$ cat src/rtl/carpma_birimi.sv
// Iterative radix-4 RV32M multiplier (MUL/MULH/MULHSU/MULHU); CARPMA_ERKEN_BITIS_EN enables zero-operand early finish.
// Latency 18 cycles (2 with early finish); basla_i is held until bitti_o is seen, dropping it aborts.
`timescale 1ns/1ps
module carpma_birimi (
  input  logic        clk_i,
  input  logic        rst_i,
  input  logic        basla_i,
  input  logic [1:0]  islem_i,
  input  logic [31:0] carpilan_i,
  input  logic [31:0] carpan_i,
  output logic [31:0] sonuc_o,
  output logic        bitti_o
);

  localparam logic [1:0] ISLEM_MUL    = 2'b00;
  localparam logic [1:0] ISLEM_MULH   = 2'b01;
  localparam logic [1:0] ISLEM_MULHSU = 2'b10;
  localparam logic [1:0] ISLEM_MULHU  = 2'b11;

  typedef enum logic [1:0] {
    YUKLE = 2'b00,
    CARP  = 2'b01,
    SONUC = 2'b10
  } durum_t;

  durum_t      durum_q, durum_d;
  logic [3:0]  sayac_q;
  logic [63:0] carpilan_q;
  logic [31:0] carpan_q;
  logic [63:0] birikim_q;
  logic        isaret_q;
  logic        dusuk_q;

  logic        a_isaretli, b_isaretli;
  logic        a_neg, b_neg;
  logic [31:0] a_mag, b_mag;
  logic        sifir;
  logic [63:0] kismi;
  logic [63:0] carpim;

  // Operand decode; magnitude of 0x80000000 is 2^31 and still fits in 32 bits.
  always_comb begin
    a_isaretli = (islem_i != ISLEM_MULHU);
    b_isaretli = (islem_i == ISLEM_MUL) || (islem_i == ISLEM_MULH);
    a_neg      = a_isaretli && carpilan_i[31];
    b_neg      = b_isaretli && carpan_i[31];
    a_mag      = a_neg ? (~carpilan_i + 32'd1) : carpilan_i;
    b_mag      = b_neg ? (~carpan_i + 32'd1) : carpan_i;
    sifir      = (carpilan_i == 32'd0) || (carpan_i == 32'd0);
  end

  always_comb begin
    case (carpan_q[1:0])
      2'b00:   kismi = 64'd0;
      2'b01:   kismi = carpilan_q;
      2'b10:   kismi = {carpilan_q[62:0], 1'b0};
      default: kismi = carpilan_q + {carpilan_q[62:0], 1'b0};
    endcase
    carpim = isaret_q ? (~birikim_q + 64'd1) : birikim_q;
  end

  always_ff @(posedge clk_i or posedge rst_i) begin
    if (rst_i) begin
      durum_q <= YUKLE;
    end else begin
      durum_q <= durum_d;
    end
  end

  always_comb begin
    durum_d = YUKLE;
    bitti_o = 1'b1;
    sonuc_o = 32'd0;
    if (basla_i) begin
      case (durum_q)
        YUKLE: begin
          bitti_o = 1'b0;
`ifdef CARPMA_ERKEN_BITIS_EN
          durum_d = sifir ? SONUC : CARP;
`else
          durum_d = CARP;
`endif
        end
        CARP: begin
          bitti_o = 1'b0;
          durum_d = (sayac_q == 4'd15) ? SONUC : CARP;
        end
        SONUC: begin
          bitti_o = 1'b1;
          sonuc_o = dusuk_q ? carpim[31:0] : carpim[63:32];
          durum_d = YUKLE;
        end
        default: begin
          bitti_o = 1'b0;
          durum_d = YUKLE;
        end
      endcase
    end
  end

  // Datapath: a dropped request clears everything so the next start is clean.
  always_ff @(posedge clk_i or posedge rst_i) begin
    if (rst_i) begin
      sayac_q    <= 4'd0;
      carpilan_q <= 64'd0;
      carpan_q   <= 32'd0;
      birikim_q  <= 64'd0;
      isaret_q   <= 1'b0;
      dusuk_q    <= 1'b0;
    end else if (!basla_i) begin
      sayac_q    <= 4'd0;
      carpilan_q <= 64'd0;
      carpan_q   <= 32'd0;
      birikim_q  <= 64'd0;
      isaret_q   <= 1'b0;
      dusuk_q    <= 1'b0;
    end else begin
      case (durum_q)
        YUKLE: begin
          sayac_q    <= 4'd0;
          carpilan_q <= {32'd0, a_mag};
          carpan_q   <= b_mag;
          birikim_q  <= 64'd0;
          isaret_q   <= (a_neg ^ b_neg) && !sifir;
          dusuk_q    <= (islem_i == ISLEM_MUL);
        end
        CARP: begin
          sayac_q    <= sayac_q + 4'd1;
          birikim_q  <= birikim_q + kismi;
          carpilan_q <= {carpilan_q[61:0], 2'b00};
          carpan_q   <= {2'b00, carpan_q[31:2]};
        end
        default: begin
          sayac_q    <= 4'd0;
          carpilan_q <= 64'd0;
          carpan_q   <= 32'd0;
          birikim_q  <= 64'd0;
          isaret_q   <= 1'b0;
          dusuk_q    <= 1'b0;
        end
      endcase
    end
  end

endmodule

$ cat config.mk
export PLATFORM = sky130hd
export DESIGN_NAME = carpma_birimi
export DESIGN_NICKNAME = d
export VERILOG_FILES = /design/src/rtl/carpma_birimi.sv
export SDC_FILE = /design/constraint.sdc
export NUM_CORES = 1
export LEC_CHECK = 0
export BUFFER_PORTS_ARGS = -buffer_cell sky130_fd_sc_hd__buf_2
export CORE_MARGIN = 8
export CORE_UTILIZATION = 45
export DETAILED_ROUTE_END_ITERATION = 16
export PLACE_DENSITY = 0.67
export SLEW_MARGIN = 20
export SYNTH_ARGS = -nofsm -noshare
export SYNTH_HDL_FRONTEND = slang
export SYNTH_SLANG_ARGS = --single-unit
$ cat constraint.sdc
create_clock -name clk_i -period 7.1 [get_ports clk_i]
set_input_delay 1.42 -clock clk_i [delete_from_list [all_inputs] [get_ports clk_i]]
set_output_delay 1.42 -clock clk_i [all_outputs]
set_load 0.02 [all_outputs]
==> results.md, run 1 <==
- Outcome: finished clean
- Final Skew: 0.0202 ns
- Fill cells: roughly 3800
- Worst reg-to-reg setup slack: 0.51 ns
- Crit share post-route: 92.8%
- Final hold violation count: 0
- Compound-Gate Fraction of Synth Area: 26.7%
- Layout cells sized above 1: 8.32%
- Net Count, Synth: 2472
- WS Path Type: flip-flop to flip-flop
- Worst Hold End: sayac_q[0]
- Die H: about 210 µm
- Mux cell area share after synthesis: 2.49%
- Placed instance count: 2783
- Cell Area, Synth: 17300 µm²
- Crit path required time: roughly 7.5 ns
- Pre-antenna DRT Iters: 5
- Via-to-Cell Ratio: 5.98
- Worst IR Drop VDD: 0.000132 V
- RR Startpoint: carpilan_q[1]
- Yosys top cell by area: dfrtp_1
- Grt ovf: 0
- Die area: roughly 45000 µm²
- Max Freq: between 150 and 200 MHz
- Starting Density: 45.2%
- CTS clock-pin slew for the worst setup and hold paths: around 0.070 ns
- CP Capture Type: flip-flop
- Global-route wire length before repair: 83600 µm
- WP data arrival: 6.96 ns
- Main combinational cell family by area after synthesis: compound AO/OA/AOI/OAI gates
- Seq cells post-synth: 168
- Final nets: 2492
- Post-CTS resize count: 0
- Hold depth: 1
- Sink Count: 168
- Slew margin rel.: 26.2%
- Worst min path class: flip-flop to flip-flop
- Async SR Flop Fraction: 100%
- Adder-cell area share of the yosys netlist: roughly a tenth
- Power, Total: 2.50 mW
- Initial antenna violation count: 2
- Final setup viols: 0
- Port buffer count: between 100 and 150
- Worst-skew pair later-pin latency: 0.46 ns
- Critical path peak fanout: 6
- Core ar.: about 38000 µm²
- Mean Syn Cell Area: roughly 7.7 µm²
- CTS tree: done
- Xor-xnor portion of the synthesized cell area: 11.5%
- Layout overhead on the synthesized area: 8.43%
- FF-to-FF End: birikim_q[63]
- Die Width: 212 µm
- Root buffer cell: clkbuf_16
- Top FF cell, synth: dfrtp_1
- Max Root-Sink Buffers: 2
- Worst hold slack: 0.481 ns
- Total Routing Usage GR: 23.0%
- RSZ-0062 raised after global routing: no
- GP Congestion: 0.923
- Max H-tree Level: 4
- Hold Buf Count CTS: 0
- Post-synth EDFFs: 0
- Yosys top cell area share: 24.2%
- R2r worst-path depth: 24
- Final TNS setup: 0 ns
- Leakage dissipation: approximately 8.6 nW
- Max Slew Vio Count: 0
- Vias: 16832
- WL/cell: roughly 19 µm
- Ranking of synthesized cells by area: dfrtp_1 (24%), ha_1 (9.9%), a21oi_1 (7.0%), xnor2_1 (6.3%), nor2_1 (5.9%)
- Worst Max-Slew Pin Slew: 1.11 ns
- Synth warnings: 0
- Final std cells w/o fill: 2817
- Cell Rows: 72
- Routed WL: about 53000 µm
- Critical hold path startpoint: sayac_q[0]
- Post-DP HPWL: 41500 µm
- Io pins: around 100
- Antenna Nets Post-Route: 0
- Setup Buffers After CTS: 0
- Largest net degree at the start of global routing: 94
- Register area share after synthesis: 24.2%
- Unique masters post-synth: 76
- CP startpoint kind: flip-flop
- Total CTS buffers: 17
- Post-Synthesis Cells: 2264
- Max-cap violations: 0
- Min Tclk post-route: 6.59 ns
- Post-route core utilization: between 40% and 50%
- Synth Area in Simple Gates: 21.3%
- 1st-iter DRT viols: 1753
- Vias in the first global route: 15601
- Number of remaining DRC errors: 0
- Pwr dens: roughly 130 nW/µm²
-- cells in the mapped netlist, types with 7 or more instances --
library cell / number
and3_1: 54
o21a_1: 22
nor4_1: 12
nand2_1: 194
a21boi_0: 7
or4_1: 10
a22o_1: 11
a211oi_1: 41
clkbuf_1: 110
nand3_1: 37
a22oi_1: 9
nand4_1: 30
inv_1: 49
o31ai_1: 39
or3_1: 30
xor2_1: 102
nor2b_1: 22
o21ai_0: 193
o41ai_1: 10
xnor2_1: 125
nor3_1: 37
nor2_1: 273
dfrtp_1: 168
nand2b_1: 17
mux2i_1: 42
a21oi_1: 242
a31oi_1: 21
nor3b_1: 7
a21o_1: 71
ha_1: 137
buf_1: 8
and2_1: 11
o21bai_1: 24
o211ai_1: 7
-- logic make-up (layout without fill, tap and decap cells) --
kind of cell	Yosys count	count (layout)
DFF	168	168
AOI/OAI and AO/OA	751	751
other	0	2
and+or+nand+nor	768	768
muxes	43	43
adders and majority gates	139	139
buffers and inverters	168	201
xor gates and xnor gates	227	227
-- worst max path at each step --
stage,endpoint,from,cells after the start
2_1_floorplan,birikim_q[0],rst_i,1
3_3_place_gp,birikim_q[63],carpilan_q[1],24
3_5_place_dp,birikim_q[63],carpilan_q[1],24
4_1_cts,birikim_q[63],carpilan_q[1],24
5_1_grt,birikim_q[63],carpilan_q[1],24
6_report,birikim_q[63],carpilan_q[1],24
-- metrics by stage --
| stage | cell area, µm² | setup WS (ns) |
|---|---|---|
| after detailed placement | 18200 | 0.513 |
| final | 18800 | 0.513 |
| after global routing | 18800 | 0.00436 |
| after floorplan | 17300 | 1.13 |
| after CTS | 18800 | 0.500 |
| after global placement | 18200 | 0.713 |
-- registers in the layout (all words and copies together) (netlist names) --
signal / cells
birikim_q: 64
carpan_q: 32
carpilan_q: 64
durum_q: 2
dusuk_q: 1
isaret_q: 1
sayac_q: 4
-- layer usage --
metal | global-route usage, % | share of wire (%) | vias up
met2 | 34.6 | 43 | 531
met4 | 7.43 | 2.4 | 0
met5 | 0 | 0 | -
met1 | 33.9 | 49 | 7950
met3 | 2.59 | 5.5 | 71
li1 | - | - | 8280
-- critical path: stages (launching register included) --
cell and delay (ns):
dfrtp_1 0.48, ha_1 0.26, fa_1 0.24, a21oi_1 0.12, o211ai_1 0.33, nand3_1 0.21
a2111oi_0 0.71, o21ai_0 0.36, a2111oi_0 0.79, o21ai_0 0.25, nand2_1 0.16, a31oi_1 0.11
xor2_1 0.16, o21ai_0 0.30, ha_1 0.36, inv_1 0.12, o21bai_1 0.08, a21oi_1 0.18
o21ai_0 0.09, a21oi_1 0.27, mux2i_1 0.21, a21boi_0 0.23, o211ai_1 0.15, and4_1 0.22
nor3_1 0.11
-- power breakdown --
group	switching [mW]	total [mW]	internal, mW
logic	0.343	0.546	0.202
clock network	0.455	0.925	0.470
registers	0.0475	1.03	0.986
total	0.846	2.50	1.66
-- layout make-up --
class | instances | area [µm²] | area share [%]
Antenna cell | 2 | 5.00 | 0.0266
Clock buffer | 17 | 425 | 2.26
Clock inverter | 15 | 155 | 0.825
Inverter | 49 | 189 | 1.00
Multi-Input combinational cell | 1928 | 12500 | 66.6
Sequential cell | 168 | 4210 | 22.4
Tap cell | 518 | 648 | 3.45
Timing Repair Buffer | 120 | 648 | 3.45
-- layout by cell type (no fill, tap or decap), drive strengths merged, types with 7 or more instances in the layout --
master | Yosys | layout
and2 | 11 | 11
nor2 | 273 | 273
nor4 | 15 | 15
a31oi | 22 | 22
inv | 49 | 58
clkbuf | 111 | 17
o21a | 22 | 22
nand2 | 194 | 194
and3 | 54 | 54
or3 | 31 | 31
o21ai | 196 | 196
a22o | 11 | 11
nand4 | 31 | 31
a22oi | 9 | 9
o31ai | 41 | 41
nor3 | 39 | 39
nand3 | 37 | 37
mux2i | 42 | 42
a211oi | 41 | 41
or4 | 15 | 15
xnor2 | 125 | 125
ha | 137 | 137
a21o | 71 | 71
nand2b | 18 | 18
o21bai | 24 | 24
nor2b | 22 | 22
nor3b | 7 | 7
buf | 8 | 120
o41ai | 11 | 11
dfrtp | 168 | 168
a21oi | 242 | 242
xor2 | 102 | 102
a21boi | 7 | 7
o211ai | 7 | 7
Power figures use the tool's default switching activity.
==> run 2, diff against run 1 <==
CAP_MARGIN = 20   (was not set)
CORE_UTILIZATION = 50   (was 45)
PLACE_DENSITY = 0.73   (was 0.67)
==> results.md, run 2 (same netlist as run 1, synthesis figures left out) <==
- Outcome: finished clean
- Critical Path Most Common Cell: o21ai_0
- Leakage dissipation: 8.57 nW (-0.21%)
- Critical hold path startpoint: sayac_q[0]
- Final nets: 2489 (-0.12%)
- Final setup viols: 0 (unchanged)
- Max Freq: 157 MHz (+3.3%)
- Max-cap violations: 0 (unchanged)
- Crit share post-route: 89.8% (-3.0 points)
- CP Capture Type: flip-flop
- FF-to-FF End: birikim_q[63]
- Initial antenna violation count: 0 (-2)
- Placed instance count: 2716 (-2.4%)
- Sink Count: 168 (unchanged)
- Antenna Nets Post-Route: 0 (unchanged)
- Global-route wire length before repair: 84700 µm (+1.2%)
- Worst reg-to-reg setup slack: 0.73 ns (+0.21 ns)
- Fill cells: 3293 (-14%)
- 1st-iter DRT viols: 1444 (-18%)
- Max Root-Sink Buffers: 2 (unchanged)
- Number of remaining DRC errors: 0 (unchanged)
- Worst hold slack: 0.464 ns (-0.0172 ns)
- R2r worst-path depth: 24 (unchanged)
- CTS tree: done
- Commonest non-fill, non-tap cells in the layout: nor2_1 (272), a21oi_1 (242), o21ai_0 (193), nand2_1 (192), dfrtp_1 (164)
- Via-to-Cell Ratio: 6.18 (+3.4%)
- Core ar.: 34400 µm² (-10%)
- Crit-path cells: ha_1 > fa_1 > a21oi_1 > o211ai_1 > nand3_1 > a2111oi_1 > o21ai_0 > a2111oi_0 > o21ai_0 > nand2_1 > a31oi_1 > xor2_1 > o21ai_0 > ha_1 > inv_1 > o21bai_1 > a21oi_1 > o21ai_0 > a21oi_1 > mux2i_1 > a21boi_0 > o211ai_1 > and4_1 > nor3_1
- WS Path Type: flip-flop to flip-flop
- Total CTS buffers: 17 (unchanged)
- Routed WL: 52500 µm (-0.16%)
- Worst IR Drop VDD: 0.000132 V (about the same)
- Power, Total: 2.52 mW (+0.51%)
- Critical path peak fanout: 6 (unchanged)
- Total Routing Usage GR: 25.0% (+2.0 points)
- Final TNS setup: 0 ns (unchanged)
- Final Skew: 0.0152 ns (-0.00502 ns)
- Largest regs: birikim_q x64, carpilan_q x64, carpan_q x32
- # diodes: 0 (-2)
- Max H-tree Level: 4 (unchanged)
- CTS clock-pin slew for the worst setup and hold paths: 0.07 ns (about the same)
- WP data arrival: 6.73 ns (-0.23 ns)
- Max Slew Vio Count: 0 (unchanged)
- Cell Rows: 68 (-5.6%)
- Worst-skew pair later-pin latency: 0.45 ns (about the same)
- Crit path required time: 7.46 ns (about the same)
- Most common cell after layout, fill and taps aside: nor2_1
- Vias in the first global route: 16046 (+2.9%)
- Setup slack at placement: 0.666 ns (+0.153 ns)
- GP Congestion: 0.931 (+0.80%)
- RSZ-0062 raised after global routing: no
- RR Startpoint: carpilan_q[1]
- Root buffer cell: clkbuf_16
- Critical path's slowest cell: a2111oi_0
- Slew margin rel.: 25.1% (-1.1 points)
- Grt ovf: 0 (unchanged)
- Io pins: 102 (unchanged)
- Starting Density: 50.5% (+5.3 points)
- Worst min path class: flip-flop to flip-flop
- Final std cells w/o fill: 2749 (-2.4%)
- Pre-antenna DRT Iters: 6 (+1)
- Die H: 202 µm (-4.7%)
- Hold depth: 1 (unchanged)
- Layout overhead on the synthesized area: 7.90%
- Max incr delay on CP: 0.79 ns (about the same)
- Die Width: 202 µm (-4.7%)
- Die area: 40900 µm² (-9.3%)
- Worst Hold End: sayac_q[0]
- Post-route core utilization: 54.4% (+5.4 points)
- Post-DP HPWL: 41000 µm (-1.0%)
- Final hold violation count: 0 (unchanged)
- Fin area: 18700 µm² (-0.49%)
- Largest net degree at the start of global routing: 81 (-14%)
- Min Tclk post-route: 6.37 ns (-0.213 ns)
- Final setup margin: 0.726 ns (+0.213 ns)
- CP startpoint kind: flip-flop
- Vias: 16983 (+0.90%)
- Port buffer count: 101 (unchanged)
- WL/cell: 19.1 µm (+2.3%)
- Layout cells sized above 1: 8.20% (-0.12 points)
- Worst Max-Slew Pin Slew: 1.12 ns (+0.0164 ns)
- Pwr dens: 135 nW/µm² (+1.0%)
- Placed cell area: 18100 µm² (-0.60%)
[run 2: worst max-delay path: cells and delay by family, from the launching register on]
kind | cells | cell delay [ns]
compound gates | 14 | 3.80
fa+ha+maj | 3 | 0.84
mux | 1 | 0.21
xor+xnor | 1 | 0.15
flops | 1 | 0.48
buf+inv | 1 | 0.12
simple gates | 4 | 0.69
[run 2: what timing repair did]
action                     4_1_cts  5_1_grt
hold buffers                     0        0
setup buffers                    0        0
gates resized for setup          0        1
setup endpoints to repair        0        1
[run 2: layer usage]
metal  global-route usage [%]  vias to the layer above  wire length, µm
met3                     3.33                       68             3490
li1                         -                     8276                -
met2                     38.2                      617            22700
met5                        0                        -                0
met1                     36.4                     8022            25200
met4                     7.02                        0             1150
[run 2: power breakdown]
group | leakage (nW) | internal, mW | switching, mW | total (mW)
logic | 6.00 | 0.203 | 0.343 | 0.546
registers | 2.30 | 0.985 | 0.0534 | 1.04
clock network | 0.278 | 0.469 | 0.463 | 0.933
total | 8.57 | 1.66 | 0.859 | 2.52
[run 2: area by class of cell]
type                       count  area [µm²]  area share [%]
sequential                   168        4210            22.5
clock buffer                  17         425            2.27
multi-input combinational   1928       12500            66.9
inverter                      49         189            1.01
clock inverter                15         149           0.796
tap                          455         569            3.04
timing repair buffer         117         646            3.45
[run 2: how the worst max path moves through the flow]
stage | startpoint | endpoint | slack, ns | cells past startpoint
5_1_grt | carpilan_q[1] | birikim_q[63] | 0.11 | 24
3_5_place_dp | carpilan_q[1] | birikim_q[63] | 0.67 | 24
4_1_cts | carpilan_q[1] | birikim_q[63] | 0.62 | 24
6_report | carpilan_q[1] | birikim_q[63] | 0.73 | 24
2_1_floorplan | rst_i | birikim_q[0] | 1.13 | 1
3_3_place_gp | carpilan_q[1] | birikim_q[63] | 0.86 | 24
